File: config.mk
export PLATFORM = sky130hd
export DESIGN_NAME = gpio_input_conditioner
export DESIGN_NICKNAME = d
export VERILOG_FILES = /design/src/rtl/rvfpga_io_pkg.sv /design/src/rtl/gpio_debounce_ch.sv /design/src/rtl/gpio_input_conditioner.sv
export SDC_FILE = /design/constraint.sdc
export NUM_CORES = 1
export LEC_CHECK = 0
export ABC_AREA = 1
export CELL_PAD_IN_SITES_DETAIL_PLACEMENT = 0
export CELL_PAD_IN_SITES_GLOBAL_PLACEMENT = 1
export CORE_AREA = 2 2 104 106
export CTS_CLUSTER_DIAMETER = 40
export DETAILED_ROUTE_END_ITERATION = 6
export DIE_AREA = 0 0 106 108
export HOLD_SLACK_MARGIN = 0.08
export PLACE_DENSITY_LB_ADDON = 0.1
export RECOVER_POWER = 100
export SETUP_SLACK_MARGIN = 0.4
export SYNTH_ARGS = -nofsm -noshare
export SYNTH_HDL_FRONTEND = slang
export SYNTH_SLANG_ARGS = --single-unit
export TNS_END_PERCENT = 20
File: constraint.sdc
create_clock -name i_clk -period 2.3 [get_ports i_clk]
set_input_delay 0.345 -clock i_clk [delete_from_list [all_inputs] [get_ports i_clk]]
set_output_delay 0.345 -clock i_clk [all_outputs]
set_load 0.01 [all_outputs]
File: src/rtl/rvfpga_io_pkg.sv
`default_nettype none
// ============================================================================
//  Module      : rvfpga_io_pkg
//  Description : Shared types and limits for the board-input conditioning
//                blocks in front of the GPIO / interrupt logic.
//                edge_mode_e selects which debounced edges latch a pending bit.
//  Revision    : 1.0 - initial release
// ============================================================================
package rvfpga_io_pkg;

    localparam int MAX_IO_CH = 32;

    typedef enum logic [1:0] {
        EDGE_NONE = 2'b00,
        EDGE_RISE = 2'b01,
        EDGE_FALL = 2'b10,
        EDGE_BOTH = 2'b11
    } edge_mode_e;

    function automatic logic mode_rise_en(input edge_mode_e mode);
        return (mode == EDGE_RISE) || (mode == EDGE_BOTH);
    endfunction

    function automatic logic mode_fall_en(input edge_mode_e mode);
        return (mode == EDGE_FALL) || (mode == EDGE_BOTH);
    endfunction

endpackage
`default_nettype wire

File: src/rtl/gpio_debounce_ch.sv
`default_nettype none
// ============================================================================
//  Module      : gpio_debounce_ch
//  Description : One input channel: 2-FF synchroniser, tick-based debounce
//                counter, debounced level and one-cycle rise/fall pulses.
//  Ports       : i_clk   core clock
//                i_rst   asynchronous active-high reset
//                i_raw   unsynchronised pad level
//                i_tick  shared debounce tick (one cycle wide)
//                o_level debounced stable level
//                o_rise  one-cycle pulse on debounced 0->1
//                o_fall  one-cycle pulse on debounced 1->0
//  Revision    : 1.0 - initial release
// ============================================================================
module gpio_debounce_ch #(
    parameter int   DEBOUNCE_TICKS = 10,
    parameter logic RESET_LEVEL    = 1'b0
) (
    input  logic i_clk,
    input  logic i_rst,
    input  logic i_raw,
    input  logic i_tick,
    output logic o_level,
    output logic o_rise,
    output logic o_fall
);

    localparam int                c_CNT_W    = $clog2(DEBOUNCE_TICKS + 1);
    localparam logic [c_CNT_W-1:0] c_CNT_LAST = c_CNT_W'(DEBOUNCE_TICKS - 1);

    logic               r_meta;
    logic               r_sync;
    logic               r_level;
    logic               r_rise;
    logic               r_fall;
    logic [c_CNT_W-1:0] r_cnt;

    logic w_diff;
    logic w_done;

    // The synchroniser resets to the same level as the debounced output so
    // that releasing reset never looks like an input change.
    always_comb begin
        w_diff = r_sync ^ r_level;
        w_done = w_diff & i_tick & (r_cnt == c_CNT_LAST);
    end

    always_ff @(posedge i_clk or posedge i_rst) begin
        if (i_rst) begin
            r_meta  <= RESET_LEVEL;
            r_sync  <= RESET_LEVEL;
            r_level <= RESET_LEVEL;
            r_rise  <= 1'b0;
            r_fall  <= 1'b0;
            r_cnt   <= '0;
        end else begin
            r_meta <= i_raw;
            r_sync <= r_meta;
            r_rise <= w_done &  r_sync;
            r_fall <= w_done & ~r_sync;
            if (w_done) begin
                r_level <= r_sync;
            end
            // Any cycle where the input agrees with the stable level restarts
            // the count, so a single bounce forces a full new qualification.
            if (!w_diff || w_done) begin
                r_cnt <= '0;
            end else if (i_tick) begin
                r_cnt <= r_cnt + 1'b1;
            end
        end
    end

    assign o_level = r_level;
    assign o_rise  = r_rise;
    assign o_fall  = r_fall;

endmodule
`default_nettype wire

File: src/rtl/gpio_input_conditioner.sv
`default_nettype none
// ============================================================================
//  Module      : gpio_input_conditioner
//  Description : Conditions raw push-button / switch inputs for the GPIO and
//                interrupt logic. Per channel debounce (gpio_debounce_ch),
//                shared tick prescaler, sticky pending bits with per-channel
//                edge select and write-1-to-clear, and one registered IRQ.
//  Ports       : i_clk       core clock (clk_core domain)
//                i_rst       asynchronous active-high reset
//                i_raw       [N_CH]   unsynchronised pad levels
//                i_edge_mode [2*N_CH] per channel {fall_en, rise_en}
//                i_irq_mask  [N_CH]   1 = pending bit may drive o_irq
//                i_clr_valid          qualifies i_clr_mask
//                i_clr_mask  [N_CH]   pending bits to clear
//                o_level     [N_CH]   debounced level
//                o_rise      [N_CH]   one-cycle debounced 0->1 pulse
//                o_fall      [N_CH]   one-cycle debounced 1->0 pulse
//                o_pending   [N_CH]   sticky event flags
//                o_irq                |(pending & mask), registered
//  Revision    : 1.0 - initial release
// ============================================================================
module gpio_input_conditioner
    import rvfpga_io_pkg::*;
#(
    parameter int              N_CH           = 5,
    parameter int              TICK_DIV       = 50000,
    parameter int              DEBOUNCE_TICKS = 10,
    parameter logic [N_CH-1:0] RESET_LEVEL    = '0
) (
    input  logic              i_clk,
    input  logic              i_rst,
    input  logic [N_CH-1:0]   i_raw,
    input  logic [2*N_CH-1:0] i_edge_mode,
    input  logic [N_CH-1:0]   i_irq_mask,
    input  logic              i_clr_valid,
    input  logic [N_CH-1:0]   i_clr_mask,
    output logic [N_CH-1:0]   o_level,
    output logic [N_CH-1:0]   o_rise,
    output logic [N_CH-1:0]   o_fall,
    output logic [N_CH-1:0]   o_pending,
    output logic              o_irq
);

    localparam int                   c_PRESC_W    = (TICK_DIV > 1) ? $clog2(TICK_DIV) : 1;
    localparam logic [c_PRESC_W-1:0] c_PRESC_LAST = c_PRESC_W'(TICK_DIV - 1);

    logic [c_PRESC_W-1:0] r_presc;
    logic                 w_tick;

    logic [N_CH-1:0] w_level;
    logic [N_CH-1:0] w_rise;
    logic [N_CH-1:0] w_fall;
    logic [N_CH-1:0] w_rise_en;
    logic [N_CH-1:0] w_fall_en;

    logic [N_CH-1:0] r_pend;
    logic            r_irq;
    logic [N_CH-1:0] w_set;
    logic [N_CH-1:0] w_clr;
    logic [N_CH-1:0] w_pend_nxt;

    // ------------------------------------------------------------------------
    // Shared prescaler. With TICK_DIV = 1 the counter is pinned at zero and
    // the tick is asserted every cycle.
    // ------------------------------------------------------------------------
    assign w_tick = (r_presc == c_PRESC_LAST);

    always_ff @(posedge i_clk or posedge i_rst) begin
        if (i_rst) begin
            r_presc <= '0;
        end else if (w_tick) begin
            r_presc <= '0;
        end else begin
            r_presc <= r_presc + 1'b1;
        end
    end

    // ------------------------------------------------------------------------
    // Per-channel debounce and edge-mode decode.
    // ------------------------------------------------------------------------
    for (genvar k = 0; k < N_CH; k++) begin : g_ch
        edge_mode_e w_mode;

        assign w_mode       = edge_mode_e'(i_edge_mode[2*k +: 2]);
        assign w_rise_en[k] = mode_rise_en(w_mode);
        assign w_fall_en[k] = mode_fall_en(w_mode);

        gpio_debounce_ch #(
            .DEBOUNCE_TICKS (DEBOUNCE_TICKS),
            .RESET_LEVEL    (RESET_LEVEL[k])
        ) u_debounce (
            .i_clk   (i_clk),
            .i_rst   (i_rst),
            .i_raw   (i_raw[k]),
            .i_tick  (w_tick),
            .o_level (w_level[k]),
            .o_rise  (w_rise[k]),
            .o_fall  (w_fall[k])
        );
    end

    // ------------------------------------------------------------------------
    // Pending bits. Sets come from the registered pulses, so a pending bit
    // rises one cycle after its pulse. A set beats a simultaneous clear so an
    // event arriving while software clears the previous one is never lost.
    // ------------------------------------------------------------------------
    always_comb begin
        w_clr      = i_clr_valid ? i_clr_mask : '0;
        w_set      = (w_rise & w_rise_en) | (w_fall & w_fall_en);
        w_pend_nxt = (r_pend & ~w_clr) | w_set;
    end

    // The IRQ is built from the next-state pending vector so it tracks the
    // pending register in the same cycle instead of lagging it.
    always_ff @(posedge i_clk or posedge i_rst) begin
        if (i_rst) begin
            r_pend <= '0;
            r_irq  <= 1'b0;
        end else begin
            r_pend <= w_pend_nxt;
            r_irq  <= |(w_pend_nxt & i_irq_mask);
        end
    end

    assign o_level   = w_level;
    assign o_rise    = w_rise;
    assign o_fall    = w_fall;
    assign o_pending = r_pend;
    assign o_irq     = r_irq;

endmodule
`default_nettype wire
==> run summary, run 1 <==
The run finished with clean final reports. The area growth from synthesis to layout is 20.6%. The remaining max-slew budget at the tightest pin is 30.2%, and the leakage power is 2.43 nW. In this design, the critical path's most frequently occurring cell is nand2_1. Across the routed clock network, the largest skew measured is 10.2 ps.

The routed layout has 2734 vias. The run gives 2 as the number of buffers between clock root and the deepest sink. Final-report max-slew violation count: 0. The first global-routing pass estimated 13100 microns of wire. The logs give 67 for the total number of clock tree sinks and 440 for the cell count after synthesis. The routed wirelength normalized by instance count came out at 12.5 microns.

The fraction of the cycle the final worst path needs was 78.0%. The repair_antennas step left the layout with diodes totalling 0. In this run, post-CTS repair resized a total of 0 instances. The pin count of the biggest net entering global routing is 42. In the final layout, the share of cells above drive strength 1 is 5.71%. In this run the critical register-to-register path is captured at g_ch[0].u_debounce.o_level. Overall power consumption after layout is estimated at 0.00251 W.

The worst setup path is of the reg2reg kind. Summed over all failing endpoints, the final setup total negative slack is 0 ps. The maximum operating frequency is 558 MHz. The standard cell with the maximum stage delay on the critical path is nor2_1.

Setup violations remaining at the end of the flow were counted as 0. On the critical path the largest part of the delay comes from simple AND/OR/NAND/NOR gates. In this run the number of cells on the critical path is 9. Once layout is complete, the utilization of the core stands at 41.9%.

The number of instances on the worst hold path works out to 0. For the count of non-filler cells in the finished layout, the log shows 626. The cell sitting at the root of the clock tree is a clkbuf_8. For this design the ratio of total power to cell area is 584 mW/mm^2.

The worst-case IR drop observed on VDD is 0.299 mV. 49 I/O pins were placed. The cell count after placement is 610, and the portion of the post-synthesis area used by sequential elements is 47.2%.

The count of nets left with antenna violations once routing finished came out at 0. The maximum fanout count along the critical path was 5; the floorplan die area was 0.0114 sq mm. In the routed layout, each cell is associated on average with a via count of 4.37. Clock-pin slew was measured on the worst setup and hold paths at 70 ps.

Launch instance of the worst register-to-register path: r_presc[0]. For this run the aggregate overflow at the end of global routing stands at 0. Following the worst setup path forward leads to its endpoint at g_ch[0].u_debounce.o_level. The tools report the number of global-route vias before repair as 2699. The area of the placeable core came out at 0.0102 sq mm.

TritonCTS built the clock tree. The tools report the worst hold slack as 353 ps. The critical path's largest stage delay was 480 ps; the number of cells traversed by the worst register-to-register path was 9. The run gives 0 as the hold violation count in the final report. For this run, the leading register cell type out of synthesis is dfrtp_1. The logs give 0.793 for the final RePlAce weighted congestion and 0 for the count of hold buffers inserted by post-cts repair. Detailed placement ended at an HPWL of 5810 microns. The data arrival time at the worst-slack endpoint came out at 2080 ps.

The first detailed-routing pass took 6 iterations. The critical path goes through ha_1, nand2_1, inv_2, nand2_1, nor2_1, nand3_1, nand2_1, nand2_1, inv_1. The worst setup path is captured at a flip-flop. The total track usage was 14.7%; the width of the die was 106 microns. The run gives 0 as the DRC violations left. For the worst-skew pair, the clock arrives at the later sink with an insertion delay of 340 ps. At the worst endpoint, the required time is 2590 ps. Input and output buffers added on the ports amount to 48.

The startpoint type of the worst setup path was a flip-flop. Max-cap violations in this run came to 0. In this run, synthesis produced a sequential element count of 67.

Reg2reg setup slack: 510 ps. The critical path starts at r_presc[0]. Counting flops with an async set or reset pin after synthesis yields a share of 100%. The tools report the DRC violation total after the first TritonRoute iteration as 69. The run gives 0 as the number of buffers added for setup after CTS. For this run, the number of Yosys warnings is 0. The run gives 34.7% as the initial core utilization. For this block, the routed nets add up to 7820 microns of wire. After layout, the minimum clock period comes to 1790 ps. The number of nets in the synthesized netlist is 479.

The number of H-tree levels was 3; the layout net count was 524. Summing every instance area after synthesis gives 0.00355 sq mm. The synthesized netlist contains 25 unique library cells. The die is 108 microns tall. Counting flops with a built-in enable in the synthesized netlist gives 0. The CTS buffer count is 9, and the initial antenna violation count is 0. The worst min-delay path class was reg2reg.

Setup repair after global routing left no endpoint under its margin. The pin slew with the least headroom to its limit came out at 1050 ps. The critical path contains buffers and inverters numbering 2 combined. Placement row count: 37.

The average instance area after synthesis works out to 8.08 sq um.
[worst register-to-register path, stage by stage, from the launching register on]
cell,delay [ps]
dfrtp_1,390
ha_1,200
nand2_1,90
inv_2,80
nand2_1,90
nor2_1,480
nand3_1,210
nand2_1,100
nand2_1,60
inv_1,50
[synthesized netlist by cell type, types with 2 or more instances]
cell type / count / share of area, %
buf_4: 15 / 3.2
inv_1: 72 / 7.6
nand2_1: 135 / 14
ha_1: 11 / 3.9
nand4_1: 27 / 4.8
nand2_2: 2 / 0.35
xor2_1: 13 / 3.2
nand3b_1: 5 / 1.1
nor2_1: 45 / 4.8
nand3_1: 25 / 3.5
buf_6: 2 / 0.63
inv_2: 2 / 0.21
nor2_4: 4 / 1.3
dfrtp_1: 67 / 47
nand3_2: 5 / 1.4
[report_power, final]
part	internal [W]	switching, W	total, W
Clock	0.000752	0.000469	0.00122
Sequential	0.00119	0.00000354	0.00119
Combinational	0.0000444	0.0000509	0.0000953
[routing by layer]
layer / up-vias / track usage (%) / part of all wire (%)
met1: 1254 / 18.3 / 48
li1: 1427 / - / -
met5: - / 0 / 0
met3: 10 / 4.22 / 3.9
met2: 43 / 24.0 / 47
met4: 0 / 6.39 / 1.6
[logic make-up after synthesis]
group,Yosys count,share of synthesized area (%)
AND/OR/NAND/NOR,254,33.0
buffers and inverters,92,12.2
flip-flops,67,47.2
XOR/XNOR,13,3.20
adder cells (fa/ha/maj),11,3.87
AO/OA/AOI/OAI,3,0.563
[how the worst min path moves through the flow]
stage                                    from                    endpoint  slack (ps)
finish              g_ch[2].u_debounce.r_meta   g_ch[2].u_debounce.r_sync         350
global route        g_ch[4].u_debounce.r_meta   g_ch[4].u_debounce.r_sync         360
CTS                                     i_rst  g_ch[0].u_debounce.o_level         280
detailed placement  g_ch[4].u_debounce.r_meta   g_ch[4].u_debounce.r_sync         340
global placement    g_ch[0].u_debounce.r_meta   g_ch[0].u_debounce.r_sync         330
floorplan           g_ch[0].u_debounce.r_meta   g_ch[0].u_debounce.r_sync         330
[state kept, by name, summed over array words and instances, names as in the netlist]
signal,flops
g_ch.u_debounce.o_fall,5
g_ch.u_debounce.r_sync,5
g_ch.u_debounce.o_rise,5
o_pending,5
r_presc,16
o_irq,1
g_ch.u_debounce.r_cnt,20
g_ch.u_debounce.o_level,5
g_ch.u_debounce.r_meta,5
[cell usage in the layout, fill, tap and decap left out, drive strengths merged]
cell type      synthesis  routed
nor2                  51      51
ha                    11      11
a21boi                 1       1
clkdlybuf4s50          0      20
o21ai                  1       1
nand4                 27      27
dlygate4sd3            0      28
and2                   1       1
inv                   74      73
clkinv                 0       3
nand3                 30      30
nand3b                 5       5
clkinvlp               0       1
nand2                138     138
o21bai                 1       1
buf                   18       2
bufinv                 0       3
clkbuf                 0      12
dfrtp                 67      67
nor3                   2       2
xor2                  13      13
[per-stage QoR]
| step | instance area [sq um] | setup WS (ps) |
|---|---|---|
| after global routing | 4290 | 252 |
| after global placement | 4110 | 557 |
| after detailed placement | 4110 | 499 |
| after CTS | 4360 | 612 |
| after floorplan | 3560 | 916 |
| final | 4290 | 507 |
[layout make-up]
type                    count  area [sq um]
repair buffers             52           517
clock buffers              10           138
fillers                  1065          5940
inverters                  74           279
flip-flops and latches     67          1680
clock inverters             6           113
multi-input cells         281          1400
well taps                 136           170
Power figures use the tool's default switching activity.
==> run 2, diff against run 1 <==
==> constraint.sdc (replaced) <==
create_clock -name i_clk -period 1.8 [get_ports i_clk]
set_input_delay 0.27 -clock i_clk [delete_from_list [all_inputs] [get_ports i_clk]]
set_output_delay 0.27 -clock i_clk [all_outputs]
set_load 0.01 [all_outputs]
==> run summary, run 2 (synthesis results as in run 1) <==
The logs give 2070 ps (was 2590 ps) for the data required time at the worst endpoint and 2 (unchanged) for the number of buffers between clock root and the deepest sink. The tools report the initial core utilization as 34.7% (unchanged). The vias after detailed routing came out at 2913 (was 2734). The maximum operating frequency was 618 MHz (was 558 MHz); the power density of the placed cells was 587 mW/mm^2 (was 584 mW/mm^2). The startpoint type of the worst setup path was a flip-flop (unchanged). The run gives 0 (unchanged) as the final-report max-slew violation count. For the detailed-router iteration count before antenna repair, the log shows 4 (was 6). For the area of the placeable core, the log shows 0.0102 sq mm (unchanged).

TritonCTS built the clock tree. The floorplan die area is 0.0114 sq mm (unchanged). The wire length of the first global-routing pass was 14000 microns (was 13100 microns); the maximum fanout count along the critical path was 6 (was 5). The post-route setup TNS was 0 ps (unchanged). The tools report the number of H-tree levels as 3 (unchanged). The endpoint kind of the worst setup timing path is a flip-flop (unchanged). The tools report the final count of negative-setup-slack endpoints as 0 (unchanged). The run gives 63 (was 42) as the pin count of the biggest net entering global routing. The most frequent standard cell in the layout excluding fill and tap cells was nand2_1 (unchanged). The register with the highest flop count is g_ch.u_debounce.r_cnt (unchanged). The run gives 49 (unchanged) as the boundary pin count. The clock transition time at the flip-flop clock pins of the worst setup and hold paths came out at 70 ps (about the same).

Worst min-delay path class: in2async (was reg2reg). The run gives 0 (unchanged) as the initial antenna violation count. The logs give 0 (unchanged) for the number of nets still failing antenna checks after routing and 37 (unchanged) for the placement row count. Most used cells in the layout excluding fill and tap cells: nand2_1, inv_1, dfrtp_1 (unchanged).

The flow ran to the end, and the final reports show no timing, DRC or antenna violations. Start-to-end type of the worst setup path: reg2reg (unchanged). The count of non-filler cells in the finished layout is 653 (was 626), and the quantity of I/O buffers inserted on ports is 48 (unchanged). The final RePlAce weighted congestion was 0.797 (was 0.793). For the layout net count, the log shows 551 (was 524). The CTS root buffer is clkbuf_8 (unchanged).

The count of hold buffers inserted by post-cts repair was 0 (unchanged). The final critical path time including I/O delays and setup came out at 1620 ps (was 1790 ps). For the filler cell count, the log shows 1055 (was 1065).

The routed wirelength normalized by instance count is 12.7 microns (was 12.5 microns), and the sequential cell area is 0.00168 sq mm (about the same). The combined area of the multi-input logic cells is 0.00150 sq mm (was 0.00140 sq mm). Width of the die: 106 microns (unchanged).

The number of flip-flops under the largest register name works out to 20 (unchanged). The total track usage is 15.8% (was 14.7%), and the data arrival time at the worst-slack endpoint is 1890 ps (was 2080 ps). The per-cell via count in the routed design is 4.46 (was 4.37), and the detailed-placement wirelength estimate is 5650 microns (was 5810 microns). The final routed wirelength across all metal layers is 8260 microns (was 7820 microns).

The vertical die dimension was 108 microns (unchanged). The number of global-route vias before repair was 2925 (was 2699); the total number of clock tree sinks was 67 (unchanged). The fraction of layout cells with a size suffix above 1 was 14.5% (was 5.71%). Leakage power: 2.58 nW (was 2.43 nW). For the leftover overflow at the end of global routing, the log shows 0 (unchanged). For the DRC violations left, the log shows 0 (unchanged).

Registers with the highest flip-flop counts: g_ch.u_debounce.r_cnt (20), r_presc (16) (unchanged). Cell count after placement: 611 (was 610). The area overhead of the layout relative to synthesis is 29.5% (was 20.6%). The logs give 9.41 ps (was 10.2 ps) for the worst clock skew and 70.2% (was 30.2%) for the remaining max-slew budget at the tightest pin. For the worst-skew pair later-pin latency, the log shows 340 ps (about the same). The number of maximum-capacitance violations is 0 (unchanged). The pin slew with the least headroom to its limit came out at 445 ps (was 1050 ps).

For the diode insertion count for antenna repair, the log shows 0 (unchanged). The tools report the hold violation count in the final report as 0 (unchanged). The CTS buffer count was 9 (unchanged). The DRC violation total after the first TritonRoute iteration came out at 139 (was 69). Setup repair after global routing could not meet its margin everywhere. The fraction of the cycle the final worst path needs is 89.8% (was 78.0%). The tools report the highest ir drop seen on vdd as 0.260 mV (was 0.299 mV).
run 2: cell types whose count changed in the layout (fill, tap and decap cells not counted), moves of 4 or more:
| cell | before | now |
|---|---|---|
| buf_4 | 1 | 19 |
| clkinv_2 | 1 | 5 |
| nand3_1 | 29 | 24 |
| nor2_4 | 1 | 6 |
| nor2_1 | 48 | 40 |
run 2: where the power goes:
part	switching [W]	internal (W)
combinational	0.0000682	0.0000620
clock	0.000566	0.000487
sequential	0.00000443	0.00152
run 2: worst paths after layout:
| check | start | cells after the start | to | slack, ps |
|---|---|---|---|---|
| worst max-delay path | r_presc[1] | 8 | g_ch[2].u_debounce.r_cnt[2] | 180 |
| worst min-delay path | i_rst | 2 | g_ch[0].u_debounce.o_fall | 320 |
| worst max register to register | r_presc[1] | 8 | g_ch[2].u_debounce.r_cnt[2] | 180 |
| worst min register to register | g_ch[0].u_debounce.r_meta | 0 | g_ch[0].u_debounce.r_sync | 350 |
| max in group asynchronous | i_rst | 3 | r_presc[10] | 860 |
| min in group i_clk | g_ch[0].u_debounce.r_meta | 0 | g_ch[0].u_debounce.r_sync | 350 |
run 2: layout make-up:
| cell class | count | area share (%) |
|---|---|---|
| repair buffers | 79 | 17.7 |
| clock inverters | 6 | 0.707 |
| flip-flops and latches | 67 | 36.5 |
| well taps | 136 | 3.70 |
| clock buffers | 10 | 2.77 |
| multi-input cells | 281 | 32.5 |
| inverters | 74 | 6.06 |
run 2: stage by stage:
stage                     hold slack, ps  utilization (%)  setup WS (ps)  instance area, sq um  power, W
after floorplan                      301                -            416                  3560   0.00160
after global placement               336             40.2           91.3                  4120   0.00168
after detailed placement             338             40.2           47.1                  4120   0.00169
after CTS                            165             44.1            236                  4510   0.00278
after global routing                 320             45.0           71.2                  4600   0.00285
final                                316             45.0            183                  4600   0.00270
run 2: worst max-delay path, cell delays in order, from the launching register on:
cell,delay [ps]
dfrtp_1,360
ha_1,220
nand2_4,70
nor2_4,130
nand2_4,80
nor2_8,180
clkbuf_2,250
nand4_1,150
nand2_1,100
run 2: metal layers:
layer	part of all wire (%)	wire (microns)	vias up	track usage, %
met5	0	0	-	0
met4	1.4	115	0	4.79
met3	3.7	308	10	4.04
met2	48	3970	44	26.4
met1	47	3870	1364	20.3
li1	-	-	1495	-
run 2: repair_timing:
action / CTS / global route
resized for setup: 16 / 17
buffers inserted: 14 / 9
endpoints found under the setup margin: 65 / 64
gates cloned: 3 / 0
pin swaps: 5 / 11
==> run 3, diff against run 2 <==
==> constraint.sdc (replaced) <==
create_clock -name i_clk -period 1.96 [get_ports i_clk]
set_input_delay 0.294 -clock i_clk [delete_from_list [all_inputs] [get_ports i_clk]]
set_output_delay 0.294 -clock i_clk [all_outputs]
set_load 0.01 [all_outputs]
==> run summary, run 3 (synthesis results as in run 1) <==
The run finished with clean final reports. The top cell family by delay on the critical path is buffers and inverters (was simple AND/OR/NAND/NOR gates). The maximum operating frequency was 611 MHz.

The tools report the wire length of the first global-routing pass as 13400 microns (was 14000 microns). The cell count after placement is 614 (was 611). The area of the placeable core was 0.0102 sq mm (unchanged). The number of flip-flops under the largest register name was 20 (unchanged). The number of nets still failing antenna checks after routing was 0 (unchanged). The diode insertion count for antenna repair was 0 (unchanged).

The placement row count was 37 (unchanged); the vertical die dimension was 108 microns (unchanged). Detailed-placement wirelength estimate: 6120 microns (was 5650 microns). Critical path cell sequence: dlygate4sd3_1 (was ha_1, nand2_4, nor2_4, nand2_4, nor2_8, clkbuf_2, nand4_1, nand2_1). Total number of clock tree sinks: 67 (unchanged). The sequential cell area was 0.00168 sq mm (about the same). The start-to-end type of the worst setup path was reg2out (was reg2reg). The tools report the data arrival time at the worst-slack endpoint as 1340 ps (was 1890 ps).

Highest ir drop seen on vdd: 0.346 mV (was 0.260 mV). The worst-skew pair later-pin latency is 340 ps (about the same). Dividing the final minimum period by the clock period gives 83.5%.

The tools report the count of non-filler cells in the finished layout as 634 (was 653). The tools report the combined area of the multi-input logic cells as 0.00142 sq mm (was 0.00150 sq mm). The initial core utilization was 34.7% (unchanged). The per-cell via count in the routed design came out at 4.42 (was 4.46). The tools report the hold violation count in the final report as 0 (unchanged). Setup repair after global routing could not meet its margin everywhere. The worst min-delay path class is reg2reg (was in2async). The tools report the reg2reg setup slack as 350 ps (was 180 ps). The run gives 2792 (was 2925) as the number of global-route vias before repair. The quantity of I/O buffers inserted on ports is 48 (unchanged). Most used cells in the layout excluding fill and tap cells: nand2_1, inv_1, dfrtp_1 (unchanged). The initial antenna violation count came out at 1 (was 0). The tools report the CTS root buffer as clkbuf_8 (unchanged).

The clock transition time at the flip-flop clock pins of the worst setup and hold paths is 70 ps (about the same), and the number of instances on the worst hold path is 0. The boundary pin count is 49 (unchanged). Total power draw: 0.00266 W (was 0.00270 W). Registers with the highest flip-flop counts: g_ch.u_debounce.r_cnt (20), r_presc (16) (unchanged).

For the final count of negative-setup-slack endpoints, the log shows 0 (unchanged). The most frequent standard cell in the layout excluding fill and tap cells was nand2_1 (unchanged). The leakage power was 2.46 nW (was 2.58 nW).

The floorplan die area was 0.0114 sq mm (unchanged); the final critical path time including I/O delays and setup was 1640 ps. The final-report max-slew violation count was 0 (unchanged); the number of H-tree levels was 3 (unchanged). The detailed-router iteration count before antenna repair was 5 (was 4); the number of cells traversed by the worst register-to-register path was 9 (was 8).

Critical path's largest stage delay: 610 ps (was 360 ps). The startpoint type of the worst setup path was a flip-flop (unchanged). The area overhead of the layout relative to synthesis came out at 21.6% (was 29.5%). The logs give 351 ps (was 316 ps) for the worst hold slack and 323 ps (was 183 ps) for the final setup slack of the worst path. The run gives 1670 ps (was 2070 ps) as the data required time at the worst endpoint.

The maximum fanout count along the critical path is 3 (was 6). The tools report the worst clock skew as 6.03 ps (was 9.41 ps). The register with the highest flop count was g_ch.u_debounce.r_cnt (unchanged).

The run gives 49.9% (was 70.2%) as the remaining max-slew budget at the tightest pin. The tools report the CTS buffer count as 9 (unchanged). The pin count of the biggest net entering global routing is 22 (was 63), and the number of buffers between clock root and the deepest sink is 2 (unchanged). The fraction of layout cells with a size suffix above 1 works out to 8.03% (was 14.5%). Leftover overflow at the end of global routing: 0 (unchanged). The uppermost signal routing layer after detailed routing was met4 (unchanged).

The logs give 15.5% (was 15.8%) for the total track usage and 341 microns (was 308 microns) for the amount of wire on met3 after detailed routing. The filler cell count is 1051 (was 1055). The met1 routed wirelength after detailed routing was 3840 microns (was 3870 microns). The post-route setup TNS was 0 ps (unchanged). The tools report the vias after detailed routing as 2803 (was 2913). The layout net count is 532 (was 551), and the routed wirelength normalized by instance count is 12.8 microns (was 12.7 microns). The tools report the endpoint kind of the worst setup timing path as an output pin (was a flip-flop). TritonCTS built the clock tree. Routed length on met2: 3760 microns (was 3970 microns). The pin slew with the least headroom to its limit is 747 ps (was 445 ps), and the DRC violations left is 0 (unchanged).

The number of maximum-capacitance violations is 0 (unchanged), and the cell count along the critical path is 1 (was 8). The final RePlAce weighted congestion was 0.811 (was 0.797); the power density of the placed cells was 615 mW/mm^2 (was 587 mW/mm^2). DRC violation total after the first TritonRoute iteration: 115 (was 139). Standard cell with the maximum stage delay on the critical path: dlygate4sd3_1 (was dfrtp_1).

The width of the die was 106 microns (unchanged); the worst setup timing slack at the placement stage was 318 ps (was 47.1 ps). The tools report the final routed wirelength across all metal layers as 8110 microns (was 8260 microns). Number of buffer and inverter instances along the worst setup path: 1 (unchanged).
-- run 3: cell count changes in the layout (fill, tap and decap cells not counted), moves of 3 or more --
cell,before,now
buf_4,19,7
nand2_1,133,136
nand3_1,24,28
buf_16,3,0
nor2_1,40,46
nor2_4,6,2
-- run 3: power breakdown --
group | internal [W] | total (W) | switching (W)
Combinational | 0.0000528 | 0.000114 | 0.0000610
Clock | 0.000616 | 0.00115 | 0.000532
Sequential | 0.00139 | 0.00140 | 0.00000426
Total | 0.00206 | 0.00266 | 0.000597
-- run 3: what timing repair did --
action	4_1_cts	5_1_grt
hold endpoints to repair	0	0
resized for setup	5	10
pin swaps	0	2
setup buffers	1	3
hold buffers	0	0
endpoints found under the setup margin	30	49
-- run 3: metrics by stage --
stage	utilization, %	instance area [sq um]
4_1_cts	42.7	4370
5_1_grt	42.3	4320
3_5_place_dp	40.7	4160
6_report	42.3	4320
3_3_place_gp	40.7	4160
2_1_floorplan	-	3560
-- run 3: layer usage --
layer	vias to the layer above	GRT usage (%)
met5	-	0
met3	15	3.44
met4	0	7.61
li1	1450	-
met2	50	25.0
met1	1288	19.7
-- run 3: cell type report --
| type | instances | area share, % |
|---|---|---|
| clock buffer | 11 | 3.27 |
| clock inverter | 5 | 1.22 |
| inverter | 74 | 6.45 |
| multi-input combinational | 281 | 32.9 |
| sequential | 67 | 38.8 |
| tap | 136 | 3.94 |
| timing repair buffer | 60 | 13.5 |
-- run 3: path summary, 6_finish.rpt --
path | startpoint | end
worst max-delay path | g_ch[0].u_debounce.o_level | o_level[0]
max in group asynchronous | i_rst | g_ch[1].u_debounce.r_cnt[3]
worst min-delay path | g_ch[4].u_debounce.r_meta | g_ch[4].u_debounce.r_sync
worst max register to register | r_presc[0] | g_ch[3].u_debounce.r_cnt[1]
min in group asynchronous | i_rst | o_irq
worst min register to register | g_ch[4].u_debounce.r_meta | g_ch[4].u_debounce.r_sync
